==> src/rtl/regfile4_pkg.sv <==
// regfile4_pkg
// Shared definitions for the four-entry one-hot register file: entry count,
// read address width, the one-hot select type and the one-hot legality check.
// The legality check is also used by decoder benches.
package regfile4_pkg;

  localparam int NUM_REGS = 4;
  localparam int ADDR_W   = 2;

  typedef logic [NUM_REGS-1:0] sel_t;

  // True when exactly one select bit is set.
  function automatic logic is_onehot(input sel_t sel);
    int unsigned n_set;
    n_set = 0;
    for (int i = 0; i < NUM_REGS; i++) begin
      n_set += 32'(sel[i]);
    end
    return (n_set == 1);
  endfunction

endpackage

==> src/rtl/regfile_cell.sv <==
// regfile_cell
// One WIDTH-bit storage register with write enable.
// Ports:
//   i_clk    - clock, rising edge
//   i_rst_n  - synchronous active-low reset, clears the register
//   i_en     - write enable
//   i_d      - write data
//   o_q      - stored value
module regfile_cell #(
  parameter int WIDTH = 8
) (
  input  logic             i_clk,
  input  logic             i_rst_n,
  input  logic             i_en,
  input  logic [WIDTH-1:0] i_d,
  output logic [WIDTH-1:0] o_q
);

  logic [WIDTH-1:0] r_q;

  always_ff @(posedge i_clk) begin
    if (!i_rst_n) begin
      r_q <= '0;
    end else if (i_en) begin
      r_q <= i_d;
    end
  end

  assign o_q = r_q;

endmodule

==> src/rtl/onehot_regfile4.sv <==
// onehot_regfile4
// Four-entry register file written through a one-hot select (as produced by
// a 2-to-4 decoder). Two registered read ports with write-through bypass,
// a sticky error flag for multi-hot selects, and a wrapping write counter.
// Ports:
//   clk        - sole clock, rising edge
//   reset      - synchronous active-low reset, clears all state
//   wr_sel     - one-hot write select; all-zero means no write
//   wr_data    - write data
//   rd_addr_a  - read address, port A
//   rd_addr_b  - read address, port B
//   err_clr    - clears sel_err (a new illegal select takes priority)
//   rd_data_a  - registered read data, port A
//   rd_data_b  - registered read data, port B
//   sel_err    - sticky flag, set by a select with two or more bits high
//   wr_count   - number of accepted writes, wraps
module onehot_regfile4
  import regfile4_pkg::*;
#(
  parameter int WIDTH   = 8,
  parameter int COUNT_W = 8
) (
  input  logic               clk,
  input  logic               reset,
  input  logic [3:0]         wr_sel,
  input  logic [WIDTH-1:0]   wr_data,
  input  logic [ADDR_W-1:0]  rd_addr_a,
  input  logic [ADDR_W-1:0]  rd_addr_b,
  input  logic               err_clr,
  output logic [WIDTH-1:0]   rd_data_a,
  output logic [WIDTH-1:0]   rd_data_b,
  output logic               sel_err,
  output logic [COUNT_W-1:0] wr_count
);

  logic             w_legal;
  logic             w_illegal;
  logic [WIDTH-1:0] w_q [NUM_REGS];

  logic [WIDTH-1:0]   r_rd_a;
  logic [WIDTH-1:0]   r_rd_b;
  logic               r_sel_err;
  logic [COUNT_W-1:0] r_wr_count;

  assign w_legal   = is_onehot(sel_t'(wr_sel));
  // Nonzero but not one-hot: two or more bits high.
  assign w_illegal = (|wr_sel) && !w_legal;

  for (genvar g = 0; g < NUM_REGS; g++) begin : g_cell
    regfile_cell #(.WIDTH(WIDTH)) u_cell (
      .i_clk   (clk),
      .i_rst_n (reset),
      .i_en    (wr_sel[g] && w_legal),
      .i_d     (wr_data),
      .o_q     (w_q[g])
    );
  end

  // Read registers. A legal write to the addressed entry in the same cycle
  // is forwarded so the port never shows the pre-write contents.
  always_ff @(posedge clk) begin
    if (!reset) begin
      r_rd_a <= '0;
      r_rd_b <= '0;
    end else begin
      r_rd_a <= (w_legal && wr_sel[rd_addr_a]) ? wr_data : w_q[rd_addr_a];
      r_rd_b <= (w_legal && wr_sel[rd_addr_b]) ? wr_data : w_q[rd_addr_b];
    end
  end

  // Sticky error flag: set has priority over clear.
  always_ff @(posedge clk) begin
    if (!reset) begin
      r_sel_err <= 1'b0;
    end else if (w_illegal) begin
      r_sel_err <= 1'b1;
    end else if (err_clr) begin
      r_sel_err <= 1'b0;
    end
  end

  always_ff @(posedge clk) begin
    if (!reset) begin
      r_wr_count <= '0;
    end else if (w_legal) begin
      r_wr_count <= r_wr_count + COUNT_W'(1);
    end
  end

  assign rd_data_a = r_rd_a;
  assign rd_data_b = r_rd_b;
  assign sel_err   = r_sel_err;
  assign wr_count  = r_wr_count;

endmodule

==> config.mk <==
export PLATFORM = sky130hd
export DESIGN_NAME = onehot_regfile4
export DESIGN_NICKNAME = d
export VERILOG_FILES = /design/src/rtl/regfile4_pkg.sv /design/src/rtl/regfile_cell.sv /design/src/rtl/onehot_regfile4.sv
export SDC_FILE = /design/constraint.sdc
export NUM_CORES = 1
export LEC_CHECK = 0
export CAP_MARGIN = 25
export CORE_ASPECT_RATIO = 0.8
export CORE_MARGIN = 2
export CORE_UTILIZATION = 67
export DETAILED_ROUTE_END_ITERATION = 7
export DONT_BUFFER_PORTS = 1
export GPL_TIMING_DRIVEN = 0
export MAX_ROUTING_LAYER = met4
export PLACE_DENSITY_LB_ADDON = 0.12
export SLEW_MARGIN = 20
export SYNTH_ARGS = -nofsm -noshare
export SYNTH_HDL_FRONTEND = slang
export SYNTH_SLANG_ARGS = --single-unit
==> constraint.sdc <==
create_clock -name clk -period 7.55 [get_ports clk]
set_input_delay 2.265 -clock clk [delete_from_list [all_inputs] [get_ports clk]]
set_output_delay 2.265 -clock clk [all_outputs]
set_load 0.02 [all_outputs]
-- Yosys cells after proc, flatten, opt, wreduce, memory -nomap -nowiden
Index checks and enable logic that the tools add are counted.
- register bits: 57
- word-level logic and storage cells: 43
- output and inout bits: 25
- bits of input ports: 19
- muxes and demuxes: 14
- bitwise gates (word level): 2
- equality and inequality tests: 1
- add/subtract/negate cells: 4
- order comparisons: 4
- reductions and logical operators: 10
- operator list (kind ; number):
    $mux W8 ; 6
    $bmux W8 S2 ; 2
    $add A8 B1 Y8 const B ; 1
    $logic_and A1 B1 Y1 ; 7
    $ge A3 B3 Y1 const B ; 2
    $lt A2 B3 Y1 const B ; 2
    $not A2 Y3 ; 2
    $add A3 B1 Y4 ; 1
    $bmux W1 S2 ; 2
    $eq A4 B1 Y1 const B ; 1
    $mux W1 ; 4
    $reduce_or A4 Y1 ; 1
    $add A2 B1 Y3 ; 1
    $add A1 B1 Y2 ; 1
    $reduce_bool A2 Y1 ; 1
    $logic_not A1 Y1 ; 1

-- Logic depth before layout (Yosys ltp)
- depth in word-level cells: 7
- depth in mapped cells: 9
- gate-level depth less buffers: 8

-- Cells and area by module
From an unflattened synthesis, not the netlist that was laid out.
- cells, all modules: 254
- area total of the unflattened synthesis: 2957.8 um^2
- modules (own cells, without submodules) (module ; instances ; sequential area each (um^2) ; area an instance (um^2) ; cells each):
    onehot_regfile4 ; 1 ; 500.5 ; 1751.7 ; 154
    regfile_cell ; 4 ; 160.2 ; 301.5 ; 25

-- Worst setup path before layout
OpenSTA, ideal clock, no wires.
- path kind: input-to-reg
- from: input wr_sel[0]
- to: register r_wr_count[5], in the netlist wr_count[5]
- required time: 7.480 ns
- path buffers: 1
- data arrival time: 4.492 ns
- setup time: 0.070 ns
- setup slack: 2.988 ns
- stages on the path: 9
- path through: inv_1 > fa_1 > inv_1 > ha_1 > ha_1 > or3b_1 > buf_2 > or4_1 > a21oi_1
- word-level cells in the longest chain between the ends: 4
- RTL lines (item ; RTL line ; source):
    start: declaration ; onehot_regfile4.sv:25 ; input logic [3:0] wr_sel,
    $add A1 B1 Y2 ; regfile4_pkg.sv:17 ; n_set += 32'(sel[i]);
    $add A2 B1 Y3 ; regfile4_pkg.sv:17 ;
    $add A3 B1 Y4 ; regfile4_pkg.sv:17 ;
    $eq A4 B1 Y1 ; regfile4_pkg.sv:19 ; return (n_set == 1);
    end signal: assignment ; onehot_regfile4.sv:86 ; r_wr_count <= r_wr_count + COUNT_W'(1);
    end: declaration ; onehot_regfile4.sv:43 ; logic [COUNT_W-1:0] r_wr_count;
No other way between the ends.
A chain may end at the register's enable or synchronous reset.

-- Worst setup path in the final report
- from: input wr_sel[0]
- to: register r_rd_b[4], in the netlist rd_data_b[4]
- word-level cells in the longest chain between the ends: 6
- elaborated cells between the ends (all ways): 8
- those cells by class: add/sub (3); eq/ne (1); mux (3); reduce/logical (1)
- RTL lines (item ; RTL line ; source):
    $add A1 B1 Y2 ; regfile4_pkg.sv:17 ;
    $add A2 B1 Y3 ; regfile4_pkg.sv:17 ;
    $add A3 B1 Y4 ; regfile4_pkg.sv:17 ;
    $eq A4 B1 Y1 ; regfile4_pkg.sv:19 ;
    $logic_and A1 B1 Y1 (*) ; onehot_regfile4.sv:67 ; r_rd_b <= (w_legal && wr_sel[rd_addr_b]) ? wr_data : w_q[rd_addr_b];
    $mux W8 (*) ; onehot_regfile4.sv:67 ;
    end signal: assignment ; onehot_regfile4.sv:67 ;
    end: declaration ; onehot_regfile4.sv:41 ; logic [WIDTH-1:0] r_rd_b;
Mark *: on every way between the ends. The rest lies on a longest branch, timed or not. The select of a mux whose other input is x is not followed.

==> summary.txt <==
Status
  – Outcome: finished, final reports clean

Synthesis
  – List of most frequent post-synthesis cells: 57 x sky130_fd_sc_hd__dfxtp_1, 34 x sky130_fd_sc_hd__mux2i_1, 33 x sky130_fd_sc_hd__nor2_1, 22 x sky130_fd_sc_hd__a21oi_1, 18 x sky130_fd_sc_hd__mux4_2
  – Portion of netlist area occupied by mux cells: a little over a quarter
  – Number of flops mapped to enable cells by yosys: 0
  – Most common cell in the synthesized netlist: sky130_fd_sc_hd__dfxtp_1
  – Compound-Gate Fraction of Synth Area: 10.8%
  – Yosys warns: 0
  – Xor-xnor portion of the synthesized cell area: less than 1%
  – Synth cell types: 26
  – Dominant synthesized flop cell: sky130_fd_sc_hd__dfxtp_1
  – Portion of synthesized cell area occupied by the leading cell type: 41.0%
  – FF+latch count, synth: between 50 and 60
  – Post-Synthesis Net Count: 281
  – Netlist area before placement: around 0.0028 mm^2
  – Fraction of the yosys area taken by sequential cells: between 40% and 50%
  – Post-synthesis cell count: between 200 and 300
  – Fraction of registers with async set/reset: 0%
  – Largest cells by area after synthesis: sky130_fd_sc_hd__dfxtp_1 41%, sky130_fd_sc_hd__mux4_2 15%, sky130_fd_sc_hd__mux2i_1 12%
  – Fraction of the mapped netlist area in simple logic gates: approximately 14%
  – Most area-hungry cell type in the Yosys netlist: sky130_fd_sc_hd__dfxtp_1
  – Fraction of the mapped netlist area in adder cells: 2.52%
  – Main combinational cell family by area after synthesis: multiplexers
  – Average cell area after synthesis: 10.8 um^2

STA
  – Worst rel slew slack: between 50% and 60%
  – Worst setup skew after layout: around 0.006 ns
  – Achievable clock frequency: approximately 220 MHz
  – Final cycle utilization of the critical path: 59.2%
  – Slew Limit Fails: 0
  – Final hold violation count: 0
  – Final Hold Slack: ~0.52 ns
  – Fin worst setup slack: just over 3 ns
  – Post-route setup TNS: 0 ns
  – Pin slew with the least headroom to its limit: 0.612 ns
  – Final setup violating endpoints: 0
  – Final critical delay including setup and external delays: between 4 and 5 ns
  – RSZ-0062 raised after global routing: no

Finish
  – Final Non-Filler Cells: approximately 330
  – Filler cell count: approximately 250
  – Total Nets Final: approximately 300
  – Number of inserted diodes: 0
  – Summed area of non-filler cells in the final layout: around 0.003 mm^2
  – Proportion of layout cells with a drive suffix above 1: roughly a quarter
  – Syn-to-layout area delta: 9.94%

Clock tree
  – Resized Gates After CTS: 0
  – TritonCTS clock tree: built
  – Insertion delay to the later sink of the worst-skew pair: about 0.34 ns
  – H-tree Lvls: 3
  – Clock transition at path regs: 0.06 ns
  – Quantity of hold-fixing buffers added after cts: 0
  – Post-CTS repair timing setup buffer count: 0
  – Max Buffers Root-to-Sink: 2
  – Clock Tree Root: sky130_fd_sc_hd__clkbuf_8
  – Clock sink count: between 50 and 60
  – TritonCTS Buffers: 9

Route
  – Number of DRC violations after detailed routing: 0
  – Total via count in the routed design: approximately 2000
  – Drt wl/cell: roughly 19 um
  – Final antenna-violating net count: 0
  – Number of DRC markers in iteration 0: approximately 120
  – Count of TritonRoute iterations in the first routing pass: 4
  – Routed wire length: 6290 um
  – Ratio of routed vias to standard cells: 6.17

Floorplan
  – Floorplan row count: 20
  – Placeable Area: 0.00388 mm^2
  – I/O pin cnt: 44
  – Die Outline Area: 0.00469 mm^2
  – Effective utilization at floorplan: 71.7%
  – Die width: 76.1 um
  – DIE HEIGHT: 61.6 um

Global routing
  – Overflow after GRT: 0
  – Global Route Usage Sum: between 30% and 40%
  – Maximum number of pins on one net before global-route repair: 11
  – Vias in the first global route: 2057
  – Global-route wire length before repair: 10300 um
  – Initial antenna violation count: 0

Hold path
  – Type of the worst min-delay path: reg -> reg

Placed design
  – Worst slack at placement: ~2.8 ns
  – Post-placement cell area: around 0.0029 mm^2
  – Half-perimeter wire length of the detailed placement result: about 4200 um
  – # placed instances: ~310
  – Final weighted congestion in routability-driven placement: approximately 0.82
  – Number of port buffers: 0

Critical path
  – Largest stage delay on the critical path: roughly 0.53 ns
  – Cell family with most CP delay: adder cells
  – Arrival time reported for the critical path endpoint: 4.65 ns
  – Data required time of the worst path: about 7.7 ns
  – CP startpoint kind: primary input
  – Highest net fanout along the worst path: 10
  – Critical path cell sequence: inv_1 > fa_1 > inv_1 > ha_1 > ha_1 > nor3b_2 > clkbuf_1 > a21bo_2 > a21oi_1
  – Buffers and inverters on the worst path: 3
  – Standard cell with the maximum stage delay on the critical path: sky130_fd_sc_hd__fa_1
  – Critical path start-end classification: in -> reg
  – Nature of the critical path endpoint: flop

Power and ir drop
  – Leak Pwr: 1.13 nW
  – Cell Pwr Density: about 250 mW/mm^2
  – Largest voltage drop on the vdd net: about 0.00017 V

Job
  – Number of maximum-capacitance violations: 0
[state kept, by name, indices dropped and copies added (netlist names)]
signal	count
g_cell.u_cell.o_q	32
sel_err	1
rd_data_a	8
rd_data_b	8
wr_count	8
[tightest hold or removal path, stage by stage, from the launching register on]
cell and delay, ns:
sky130_fd_sc_hd__dfxtp_1 0.34, sky130_fd_sc_hd__mux2i_1 0.07, sky130_fd_sc_hd__nor2_1 0.07
[layout make-up]
type | count | area [um^2] | area share (%)
buffer | 19 | 111 | 3.64
clock buffer | 14 | 173 | 5.64
clock inverter | 2 | 35.0 | 1.15
inverter | 7 | 26.3 | 0.859
multi-input combinational | 174 | 1500 | 49.2
sequential | 57 | 1140 | 37.3
tap | 55 | 68.8 | 2.25
[per-stage QoR]
| stage | util (%) | power (mW) |
|---|---|---|
| finish | 78.9 | 0.756 |
| global route | 78.9 | 0.786 |
| CTS | 78.9 | 0.761 |
| detailed placement | 73.5 | 0.468 |
| global placement | 73.5 | 0.465 |
| floorplan | - | 0.441 |
[kinds of logic after synthesis]
family,Yosys count
flops,57
simple gates,73
fa+ha+maj,5
xor+xnor,1
compound gates,43
buf+inv,26
mux,52
[layout by cell type, fill, tap and decap left out, types with 2 or more instances in the layout]
| master | instances |
|---|---|
| sky130_fd_sc_hd__o21ai_0 | 3 |
| sky130_fd_sc_hd__a21bo_2 | 16 |
| sky130_fd_sc_hd__o31ai_1 | 2 |
| sky130_fd_sc_hd__or3_2 | 2 |
| sky130_fd_sc_hd__buf_2 | 8 |
| sky130_fd_sc_hd__nand2_1 | 5 |
| sky130_fd_sc_hd__mux2i_1 | 34 |
| sky130_fd_sc_hd__nand4_1 | 3 |
| sky130_fd_sc_hd__buf_6 | 4 |
| sky130_fd_sc_hd__and4bb_2 | 4 |
| sky130_fd_sc_hd__clkbuf_8 | 12 |
| sky130_fd_sc_hd__a21oi_1 | 22 |
| sky130_fd_sc_hd__mux4_2 | 18 |
| sky130_fd_sc_hd__or4_1 | 2 |
| sky130_fd_sc_hd__nor2_1 | 33 |
| sky130_fd_sc_hd__dfxtp_1 | 57 |
| sky130_fd_sc_hd__nand3_1 | 17 |
| sky130_fd_sc_hd__ha_1 | 4 |
| sky130_fd_sc_hd__clkbuf_1 | 9 |
| sky130_fd_sc_hd__inv_1 | 6 |
| sky130_fd_sc_hd__nand2b_1 | 4 |
[final timing paths]
check | depth (start not counted) | startpoint | endpoint | slack, ns
worst max-delay path | 9 | wr_sel[0] | rd_data_b[4] | 3.08
worst min-delay path | 2 | g_cell[2].u_cell.o_q[4] | g_cell[2].u_cell.o_q[4] | 0.52
worst max register to register | 3 | wr_count[2] | wr_count[7] | 6.02
worst min register to register | 2 | g_cell[2].u_cell.o_q[4] | g_cell[2].u_cell.o_q[4] | 0.52
[report_power, final]
group / switching [mW] / leakage, nW / internal (mW)
clock: 0.114 / 0.107 / 0.179
combinational: 0.0647 / 0.559 / 0.0551
sequential: 0.0226 / 0.463 / 0.320
[routing by layer]
layer  vias up  share of wire, %  GRT usage (%)
li1        952                 -              -
met1       966                42           36.2
met2       101                48           50.5
met3         6               8.7           11.1
met4         0               1.0           14.5
met5         -                 0              -
No activity file was read; power rests on OpenSTA's default activity.
